`config.mk`:
```
export PLATFORM = sky130hd
export DESIGN_NAME = mine_game_ctrl_flat
export DESIGN_NICKNAME = d
export VERILOG_FILES = /design/src/rtl/mine_game_ctrl_if.sv /design/src/rtl/mine_game_ctrl.sv /design/src/flat_wrapper.sv
export SDC_FILE = /design/constraint.sdc
export NUM_CORES = 1
export LEC_CHECK = 0
export BUFFER_PORTS_ARGS = -buffer_cell sky130_fd_sc_hd__buf_2
export CORE_ASPECT_RATIO = 0.75
export CORE_MARGIN = 1.5
export CORE_UTILIZATION = 58
export DETAILED_ROUTE_END_ITERATION = 16
export MAX_ROUTING_LAYER = met4
export PLACE_DENSITY = 0.91
export REMOVE_ABC_BUFFERS = 1
export SYNTH_ARGS = -nofsm -noshare
export SYNTH_HDL_FRONTEND = slang
export SYNTH_SLANG_ARGS = --single-unit
```
`constraint.sdc`:
```
create_clock -name clka -period 2.6 [get_ports clka]
set_input_delay 0.39 -clock clka [delete_from_list [all_inputs] [get_ports clka]]
set_output_delay 0.39 -clock clka [all_outputs]
set_load 0.03 [all_outputs]
```
`src/rtl/mine_game_ctrl_if.sv`:
```
// mine_game_ctrl_if
// Groups the user move handshake and the datapath strobe/done bus of the
// minesweeper game controller.
//   move_valid/move_data/move_ready/move_err : user move handshake
//   start/load/decode/alu/display/data       : controller -> datapath strobes
//   place_done/decode_done/alu_done/display_done/gameover/win : datapath -> controller
// Modports: slave = the controller, master = the user/datapath environment.
interface mine_game_ctrl_if;
  logic       move_valid;
  logic [4:0] move_data;
  logic       move_ready;
  logic       move_err;
  logic       place_done;
  logic       decode_done;
  logic       alu_done;
  logic       display_done;
  logic       gameover;
  logic       win;
  logic       start;
  logic       load;
  logic       decode;
  logic       alu;
  logic       display;
  logic [4:0] data;

  modport slave (
    input  move_valid, move_data, place_done, decode_done, alu_done,
           display_done, gameover, win,
    output move_ready, move_err, start, load, decode, alu, display, data
  );

  modport master (
    output move_valid, move_data, place_done, decode_done, alu_done,
           display_done, gameover, win,
    input  move_ready, move_err, start, load, decode, alu, display, data
  );
endinterface

```
`src/rtl/mine_game_ctrl.sv`:
```
// mine_game_ctrl
// Moore FSM sequencing the minesweeper datapath through one game: mine
// placement, then per legal move load -> decode -> alu -> display, until the
// datapath reports game over. Illegal moves (out of range or already played)
// are rejected with a one-cycle move_err pulse. Each done-wait state has a
// watchdog; expiry lands in ERR.
// Ports:
//   clka      : clock, rising edge
//   restart   : asynchronous active-high reset
//   new_game  : start a new game from IDLE, OVER or ERR
//   mif       : move handshake + datapath bus (slave side)
//   moves     : legal moves accepted this game, saturating at 31
//   game_over : high in OVER
//   game_won  : latched win result, valid in OVER
//   err       : high in ERR (watchdog expiry)
module mine_game_ctrl #(
  parameter int TIMEOUT = 16,
  parameter int NCELLS  = 25
) (
  input  logic             clka,
  input  logic             restart,
  input  logic             new_game,
  mine_game_ctrl_if.slave  mif,
  output logic [4:0]       moves,
  output logic             game_over,
  output logic             game_won,
  output logic             err
);

  localparam logic [3:0] IDLE      = 4'd0;
  localparam logic [3:0] PLACE     = 4'd1;
  localparam logic [3:0] WAIT_MOVE = 4'd2;
  localparam logic [3:0] LOAD      = 4'd3;
  localparam logic [3:0] DECODE    = 4'd4;
  localparam logic [3:0] ALU       = 4'd5;
  localparam logic [3:0] DISPLAY   = 4'd6;
  localparam logic [3:0] OVER      = 4'd7;
  localparam logic [3:0] ERR       = 4'd8;

  localparam logic [7:0] WD_LAST = 8'(TIMEOUT - 1);

  logic [3:0]        state_q, state_d;
  logic [NCELLS-1:0] played_q, played_d;
  logic [4:0]        data_q, data_d;
  logic [4:0]        moves_q, moves_d;
  logic [7:0]        wd_q, wd_d;
  logic              won_q, won_d;
  logic              go_cap_q, go_cap_d;
  logic              win_cap_q, win_cap_d;
  logic              merr_q, merr_d;

  logic [NCELLS-1:0] cell_onehot_s;
  logic              move_legal_s;
  logic              wd_expired_s;
  logic              waiting_s;

  // Decode the offered cell index; an index >= NCELLS matches no bit and so is illegal.
  always_comb begin
    cell_onehot_s = {NCELLS{1'b0}};
    for (int i = 0; i < NCELLS; i++) begin
      if (mif.move_data == 5'(i)) begin
        cell_onehot_s[i] = 1'b1;
      end else begin
        cell_onehot_s[i] = 1'b0;
      end
    end
    move_legal_s = (|cell_onehot_s) && ((cell_onehot_s & played_q) == {NCELLS{1'b0}});
  end

  // Next-state and datapath-register logic of the game FSM.
  always_comb begin
    state_d      = state_q;
    played_d     = played_q;
    data_d       = data_q;
    moves_d      = moves_q;
    won_d        = won_q;
    go_cap_d     = go_cap_q;
    win_cap_d    = win_cap_q;
    merr_d       = 1'b0;
    wd_expired_s = (wd_q == WD_LAST);
    case (state_q)
      // Entry into PLACE clears per-game state so it already reads zero during placement.
      IDLE, OVER, ERR: begin
        if (new_game) begin
          state_d  = PLACE;
          played_d = {NCELLS{1'b0}};
          moves_d  = 5'd0;
          won_d    = 1'b0;
        end else begin
          state_d = state_q;
        end
      end
      PLACE: begin
        played_d = {NCELLS{1'b0}};
        moves_d  = 5'd0;
        won_d    = 1'b0;
        if (mif.place_done) begin
          state_d = WAIT_MOVE;
        end else if (wd_expired_s) begin
          state_d = ERR;
        end else begin
          state_d = PLACE;
        end
      end
      // new_game is deliberately not looked at here.
      WAIT_MOVE: begin
        if (mif.move_valid && move_legal_s) begin
          state_d  = LOAD;
          data_d   = mif.move_data;
          played_d = played_q | cell_onehot_s;
          moves_d  = (moves_q == 5'd31) ? moves_q : moves_q + 5'd1;
        end else if (mif.move_valid) begin
          merr_d = 1'b1;
        end else begin
          state_d = WAIT_MOVE;
        end
      end
      // The datapath gives no load-done, so LOAD always lasts one cycle.
      LOAD: begin
        state_d = DECODE;
      end
      DECODE: begin
        if (mif.decode_done) begin
          state_d = ALU;
        end else if (wd_expired_s) begin
          state_d = ERR;
        end else begin
          state_d = DECODE;
        end
      end
      ALU: begin
        if (mif.alu_done) begin
          state_d   = DISPLAY;
          go_cap_d  = mif.gameover;
          win_cap_d = mif.win;
        end else if (wd_expired_s) begin
          state_d = ERR;
        end else begin
          state_d = ALU;
        end
      end
      DISPLAY: begin
        if (mif.display_done && go_cap_q) begin
          state_d = OVER;
          won_d   = win_cap_q;
        end else if (mif.display_done) begin
          state_d = WAIT_MOVE;
        end else if (wd_expired_s) begin
          state_d = ERR;
        end else begin
          state_d = DISPLAY;
        end
      end
      default: begin
        state_d = IDLE;
      end
    endcase
  end

  // Watchdog: restarts on every state change and counts only while a done is awaited.
  always_comb begin
    waiting_s = (state_q == PLACE) || (state_q == DECODE) ||
                (state_q == ALU)   || (state_q == DISPLAY);
    if (state_d != state_q) begin
      wd_d = 8'd0;
    end else if (waiting_s) begin
      wd_d = wd_q + 8'd1;
    end else begin
      wd_d = 8'd0;
    end
  end

  // State and datapath registers with asynchronous restart.
  always_ff @(posedge clka or posedge restart) begin
    if (restart) begin
      state_q   <= IDLE;
      played_q  <= {NCELLS{1'b0}};
      data_q    <= 5'd0;
      moves_q   <= 5'd0;
      wd_q      <= 8'd0;
      won_q     <= 1'b0;
      go_cap_q  <= 1'b0;
      win_cap_q <= 1'b0;
      merr_q    <= 1'b0;
    end else begin
      state_q   <= state_d;
      played_q  <= played_d;
      data_q    <= data_d;
      moves_q   <= moves_d;
      wd_q      <= wd_d;
      won_q     <= won_d;
      go_cap_q  <= go_cap_d;
      win_cap_q <= win_cap_d;
      merr_q    <= merr_d;
    end
  end

  // Outputs are either flops or decodes of the state flop.
  assign mif.start      = (state_q == PLACE);
  assign mif.load       = (state_q == LOAD);
  assign mif.decode     = (state_q == DECODE);
  assign mif.alu        = (state_q == ALU);
  assign mif.display    = (state_q == DISPLAY);
  assign mif.move_ready = (state_q == WAIT_MOVE);
  assign mif.move_err   = merr_q;
  assign mif.data       = data_q;
  assign moves          = moves_q;
  assign game_over      = (state_q == OVER);
  assign game_won       = won_q;
  assign err            = (state_q == ERR);

endmodule

```
`src/flat_wrapper.sv`:
```
// flat-port wrapper written by rule: the top's interface ports become plain ports
module mine_game_ctrl_flat 
#(
  parameter int TIMEOUT = 16,
  parameter int NCELLS  = 25
)
  (clka, restart, new_game, moves, game_over, game_won, err, mif_move_valid, mif_move_data, mif_place_done, mif_decode_done, mif_alu_done, mif_display_done, mif_gameover, mif_win, mif_move_ready, mif_move_err, mif_start, mif_load, mif_decode, mif_alu, mif_display, mif_data);
  mine_game_ctrl_if mif_i ();
  input  logic clka;
  input  logic restart;
  input  logic new_game;
  output logic [4:0] moves;
  output logic game_over;
  output logic game_won;
  output logic err;
  input wire logic [$bits(mif_i.move_valid)-1:0] mif_move_valid;
  input wire logic [$bits(mif_i.move_data)-1:0] mif_move_data;
  input wire logic [$bits(mif_i.place_done)-1:0] mif_place_done;
  input wire logic [$bits(mif_i.decode_done)-1:0] mif_decode_done;
  input wire logic [$bits(mif_i.alu_done)-1:0] mif_alu_done;
  input wire logic [$bits(mif_i.display_done)-1:0] mif_display_done;
  input wire logic [$bits(mif_i.gameover)-1:0] mif_gameover;
  input wire logic [$bits(mif_i.win)-1:0] mif_win;
  output wire logic [$bits(mif_i.move_ready)-1:0] mif_move_ready;
  output wire logic [$bits(mif_i.move_err)-1:0] mif_move_err;
  output wire logic [$bits(mif_i.start)-1:0] mif_start;
  output wire logic [$bits(mif_i.load)-1:0] mif_load;
  output wire logic [$bits(mif_i.decode)-1:0] mif_decode;
  output wire logic [$bits(mif_i.alu)-1:0] mif_alu;
  output wire logic [$bits(mif_i.display)-1:0] mif_display;
  output wire logic [$bits(mif_i.data)-1:0] mif_data;
  assign mif_i.move_valid = mif_move_valid;
  assign mif_i.move_data = mif_move_data;
  assign mif_i.place_done = mif_place_done;
  assign mif_i.decode_done = mif_decode_done;
  assign mif_i.alu_done = mif_alu_done;
  assign mif_i.display_done = mif_display_done;
  assign mif_i.gameover = mif_gameover;
  assign mif_i.win = mif_win;
  assign mif_move_ready = mif_i.move_ready;
  assign mif_move_err = mif_i.move_err;
  assign mif_start = mif_i.start;
  assign mif_load = mif_i.load;
  assign mif_decode = mif_i.decode;
  assign mif_alu = mif_i.alu;
  assign mif_display = mif_i.display;
  assign mif_data = mif_i.data;
  mine_game_ctrl #(.TIMEOUT(TIMEOUT), .NCELLS(NCELLS)) u_core (.clka(clka), .restart(restart), .new_game(new_game), .mif(mif_i), .moves(moves), .game_over(game_over), .game_won(game_won), .err(err));
endmodule
```
# Word-level counts from Yosys, hierarchy flattened
# Index checks and enable logic that the tools add are counted.
# totals
ff_bits	51
in_bits	15
elab_cells	123
# classes
addsub	2
n_eq_ne	39
muxes	53
bitwise_logic	2
n_reduce_logical	18
# op_table
operator	n
$pmux 25 s3	1
$eq 5x5->1 const B	10
$mux 25	2
$mux 4	12
$eq 5x4->1 const B	8
$mux 1	30
$pmux 4 s7	1
$and 25x25->25	1
$logic_not 25->1	1
$or 25x25->25	1
$reduce_or 25->1	1
$eq 5x3->1 const B	4
$eq 4x3->1 const B	4
$mux 8	2
$mux 5	3
$pmux 5 s3	1
$eq 5x2->1 const B	2
$add 8x1->8 const B	1
$eq 4x2->1 const B	2
$eq 8x4->1 const B	1
$reduce_and 3->1	2
$reduce_bool 3->1	2
$add 5x1->5 const B	1
$eq 5x1->1 const B	1
13 further kinds	20

# Longest topological paths before layout
# depth
ltp_word	10
ltp_mapped	10
ltp_nobuf	7

# Worst setup path before layout
# OpenSTA, ideal clock, no wires.
# synth_path
path_type	reg-to-reg
from	register u_core.state_q[2]
to	register u_core.wd_q[2]
setup_time_ns	0.074
t_arrival_ns	2.469
setup_slack_ns	0.057
stages_incl_launch_ff	8
synth_period_minus_slack_ns	2.543
path_cell_list	dfrtp_1 > clkbuf_1 > nor4bb_1 > o31ai_1 > o21ai_0 > and4_1 > o21ai_1 > nor2_1
# synth_via
elab_cells_between_ends	20
cone_classes	9 x eq/ne; 6 x mux; 5 x reduce/logical
# synth_lines
item	line	text
from (decl)	mine_game_ctrl.sv:42	logic [3:0] state_q, state_d;
from (signal assigned)	mine_game_ctrl.sv:186	state_q <= state_d;
$eq 4x3->1 *	-	
net mif_display	flat_wrapper.sv:30	output wire logic [$bits(mif_i.display)-1:0] mif_display;
$pmux 4 s7 or $logic_or 1x1->1 (tied branches)	mine_game_ctrl.sv:81, mine_game_ctrl.sv:163	
$ne 4x4->1 or $mux 8 (tied branches)	mine_game_ctrl.sv:164, mine_game_ctrl.sv:166	
$mux 8 *	mine_game_ctrl.sv:164	if (state_d != state_q) begin
net u_core.wd_d[2]	mine_game_ctrl.sv:46	logic [7:0] wd_q, wd_d;
to (signal assigned)	mine_game_ctrl.sv:190	wd_q <= wd_d;
to (decl)	mine_game_ctrl.sv:46	
# Mark *: on every way through the listed nets, which the timed path passes. The rest lies on a longest branch.
# A chain may end at the register's enable or synchronous reset.

# Final worst setup path
# layout_path
from	input mif_move_data[0]
to	register u_core.played_q[3]
# layout_via
elab_chain_cells	8
elab_cells_between_ends	60
cone_classes	25 x eq/ne; 27 x mux; 2 x bitwise; 6 x reduce/logical
# layout_rtl
item	line	text
from (decl)	flat_wrapper.sv:17	input wire logic [$bits(mif_i.move_data)-1:0] mif_move_data;
$eq 5x1->1 (tied with other cells)	mine_game_ctrl.sv:61	if (mif.move_data == 5'(i)) begin
$mux 1	mine_game_ctrl.sv:61	
$and 25x25->25	mine_game_ctrl.sv:67	move_legal_s = (|cell_onehot_s) && ((cell_onehot_s & played_q) == {NCELLS{1'b0}});
$logic_not 25->1	mine_game_ctrl.sv:67	
$logic_and 1x1->1	mine_game_ctrl.sv:67	
$logic_and 1x1->1	mine_game_ctrl.sv:107	if (mif.move_valid && move_legal_s) begin
$ne 2x1->1 (no source line)	-	
$reduce_and 3->1 (no source line)	-	
to (signal assigned)	mine_game_ctrl.sv:177	played_q <= {NCELLS{1'b0}};
to (signal assigned)	mine_game_ctrl.sv:187	played_q <= played_d;
to (decl)	mine_game_ctrl.sv:43	logic [NCELLS-1:0] played_q, played_d;
# Parallel ways exist; a longest one is shown, timed or not. The select of a mux whose other input is x is not followed.

==> flow_summary.rst <==
.. list-table::
   :header-rows: 1

   * - Metric
     - Value
   * - Area share of the largest cell type after synthesis
     - 44.1%
   * - Syn Area/Cell
     - 9.61 um2
   * - Sinks on Clock Net
     - 51
   * - Tightest slew margin relative to the limit
     - 64.9%
   * - Die footprint
     - 5420 um2
   * - Share of cells above drive strength 1
     - 22.4%
   * - Critical path type
     - in -> reg
   * - Compound-gate portion of the synthesized area
     - 17.8%
   * - Count of max-cap constraint violations
     - 0
   * - Fraction of the mapped netlist area in simple logic gates
     - 22.1%
   * - Fraction of registers with async set/reset
     - 100%
   * - Die extent in x
     - 84.5 um
   * - Std-Cell Rows
     - 22
   * - Final std cell area, no fill
     - 3220 um2
   * - Class of the tightest hold or removal check
     - in -> async
   * - Worst-path maximum fanout
     - 17
   * - Final weighted congestion in routability-driven placement
     - 0.923
   * - Later-pin clock latency in the skew report
     - 0.31 ns
   * - Vias in the first global route
     - 2204
   * - Inserted Clock Buffers
     - 5
   * - TritonCTS clock tree
     - yes
   * - Post-detailed-route DRC marker count
     - 0
   * - Drt first-iter violations
     - 234
   * - Wirelength, routed
     - 6330 um
   * - Run status
     - finished, final reports clean
   * - Share of cell area taken by muxes after synthesis
     - 6.70%
   * - Cell at the root of the clock tree
     - sky130_fd_sc_hd__clkbuf_8
   * - Number of antenna violations at the first check in global routing
     - 0
   * - Library cells used by synthesis
     - 56
   * - Most common flop cell mapped by yosys
     - sky130_fd_sc_hd__dfrtp_1
   * - Synth warn
     - 0
   * - Synthesis-to-finish area growth
     - 11.3%
   * - Data required time of the critical path
     - 2.85 ns
   * - Flop and latch count out of synthesis
     - 51
   * - Sequential fraction of the synthesis area
     - 44.1%
   * - Final Instance Count excl. Fillers
     - 390
   * - Routed Antenna Nets
     - 0
   * - Die Y-Extent
     - 64.2 um
   * - Number of enable-type register cells in the synthesized netlist
     - 0
   * - Number of hold buffers added after CTS
     - 0
   * - Final critical delay including setup and external delays
     - 2.23 ns
   * - All-Layer GR Usage
     - 25.3%
   * - Setup clock skew after layout
     - 0.00690 ns
   * - Fin nets
     - 347
   * - Leak
     - 1.46 nW
   * - Final Slew Violations
     - 0
   * - Post-detail-place hpwl
     - 4470 um
   * - Dominant combinational cell family by area after synthesis
     - simple AND/OR/NAND/NOR gates
   * - Number of failing hold endpoints at the final stage
     - 0
   * - Post-cts sizing count
     - 0
   * - Routed length per placed instance
     - 16.2 um
   * - Final period util
     - 85.8%
   * - Initial core utilization
     - 59.7%
   * - Clock transition at the registers of the reported paths
     - 0.10 ns
   * - Number of detailed-route iterations in the first pass
     - 4
   * - Area of the core region
     - 4840 um2
   * - Share of synthesized cell area in full adder, half adder and majority cells
     - 1.30%
   * - Power, Total
     - 2.68 mW
   * - Overall via count from detail_route
     - 2404
   * - Synth area leader
     - sky130_fd_sc_hd__dfrtp_1
   * - Total I/O pin count
     - 35
   * - Crit. End Element
     - flop
   * - Ratio of total power to cell area
     - 833 nW/um2
   * - Area of the mapped netlist
     - 2890 um2
   * - Placement-stage cell area
     - 3100 um2
   * - Unrepaired setup endpoints after global routing
     - no
   * - Worst-case vdd ir drop
     - 459 uV
   * - Count of buffers from port buffering
     - 34
   * - Number of endpoints failing setup at the final stage
     - 0
   * - Total gr overflow
     - 0
   * - Total setup buffers inserted after CTS
     - 0
   * - Xor and xnor fraction of the mapped netlist area
     - 1.82%
   * - Max Fclk
     - 448 MHz
   * - Antenna cells
     - 0
   * - WP data arrival
     - 2.48 ns
   * - Post-Syn Instances
     - 301
   * - Maximum number of pins on one net before global-route repair
     - 35
   * - Average vias per placed instance
     - 6.16
   * - Cell total after placement
     - 382
   * - Setup crit start kind
     - primary input
   * - Clock Tree Buf Depth
     - 2
   * - Synth top area cells
     - sky130_fd_sc_hd__dfrtp_1, sky130_fd_sc_hd__o21a_1, sky130_fd_sc_hd__nor4_1
   * - Global-route wire length before repair
     - 10600 um
   * - Setup tns final
     - 0 ns
   * - Most common cell after layout, fill and taps aside
     - sky130_fd_sc_hd__dfrtp_1
   * - H-tree levels
     - 2
   * - Transition time at the pin with the least slew margin
     - 0.519 ns
   * - Commonest non-fill, non-tap cells in the layout
     - sky130_fd_sc_hd__dfrtp_1, sky130_fd_sc_hd__buf_2, sky130_fd_sc_hd__o21a_1, sky130_fd_sc_hd__nor4_1, sky130_fd_sc_hd__nand2_1
## synth_stat cells (all sizes together), types with 5 or more instances
cell type	number
a21oi	6
and3	5
buf	12
clkbuf	13
dfrtp	51
inv	12
mux2	11
mux2i	7
nand2	19
nand2b	5
nand3	11
nor2	19
nor3	11
nor4	24
o21a	26
o21ai	13
## cells by family after synthesis
family | Yosys count
mux | 18
fa+ha+maj | 3
simple gates | 115
buf+inv | 37
compound gates | 71
xor+xnor | 6
flops | 51
## where the power goes
group	switching, mW	internal, mW
Sequential	0.139	0.905
Combinational	0.682	0.388
Clock	0.275	0.292
## layout make-up
class	instances	area, um2
timing repair buffer	46	260
inverter	12	45.0
clock buffer	5	68.8
fill	390	1630
tap	60	75.1
multi-input combinational	213	1450
clock inverter	3	47.5
sequential	51	1280
## critical path: stages
cell and delay [ns]:
sky130_fd_sc_hd__buf_2 0.29, sky130_fd_sc_hd__mux2i_1 0.24, sky130_fd_sc_hd__o21bai_1 0.08, sky130_fd_sc_hd__a211o_1 0.30, sky130_fd_sc_hd__a2111o_1 0.46, sky130_fd_sc_hd__buf_4 0.23
sky130_fd_sc_hd__nor4_1 0.31, sky130_fd_sc_hd__o21a_1 0.16
## flip-flops by register name, indices dropped and copies added (netlist names)
register / flops
u_core.wd_q: 8
u_core.played_q: 25
u_core.state_q: 4
u_core.go_cap_q: 1
u_core.mif.move_err: 1
u_core.win_cap_q: 1
u_core.mif.data: 5
u_core.moves: 5
u_core.game_won: 1
## worst paths after layout
check / cells past startpoint / slack [ns] / end / from
hold / removal: 2 / 0.06 / u_core.wd_q[1] / restart
max in group asynchronous: 3 / 1.92 / u_core.moves[3] / restart
setup / recovery: 8 / 0.37 / u_core.played_q[3] / mif_move_data[0]
setup reg to reg: 7 / 0.39 / u_core.played_q[3] / u_core.played_q[24]
min in group clka: 2 / 0.31 / u_core.win_cap_q / mif_win
hold reg to reg: 1 / 0.48 / u_core.wd_q[0] / u_core.wd_q[0]
## through the flow
step | hold WS [ns] | util [%] | worst slack, ns
floorplan | 0.433 | - | -0.414
global route | 0.0644 | 66.5 | 0.145
finish | 0.0615 | 66.5 | 0.369
detailed placement | 0.404 | 64.0 | 0.0949
global placement | 0.396 | 64.0 | 0.161
CTS | 0.0657 | 66.5 | 0.382
## layer usage
metal	wire (um)	track usage [%]
met5	0	-
met1	2940	34.0
met3	365	5.68
met4	42	5.85
met2	2970	39.4
(Power assumes the default switching activity.)
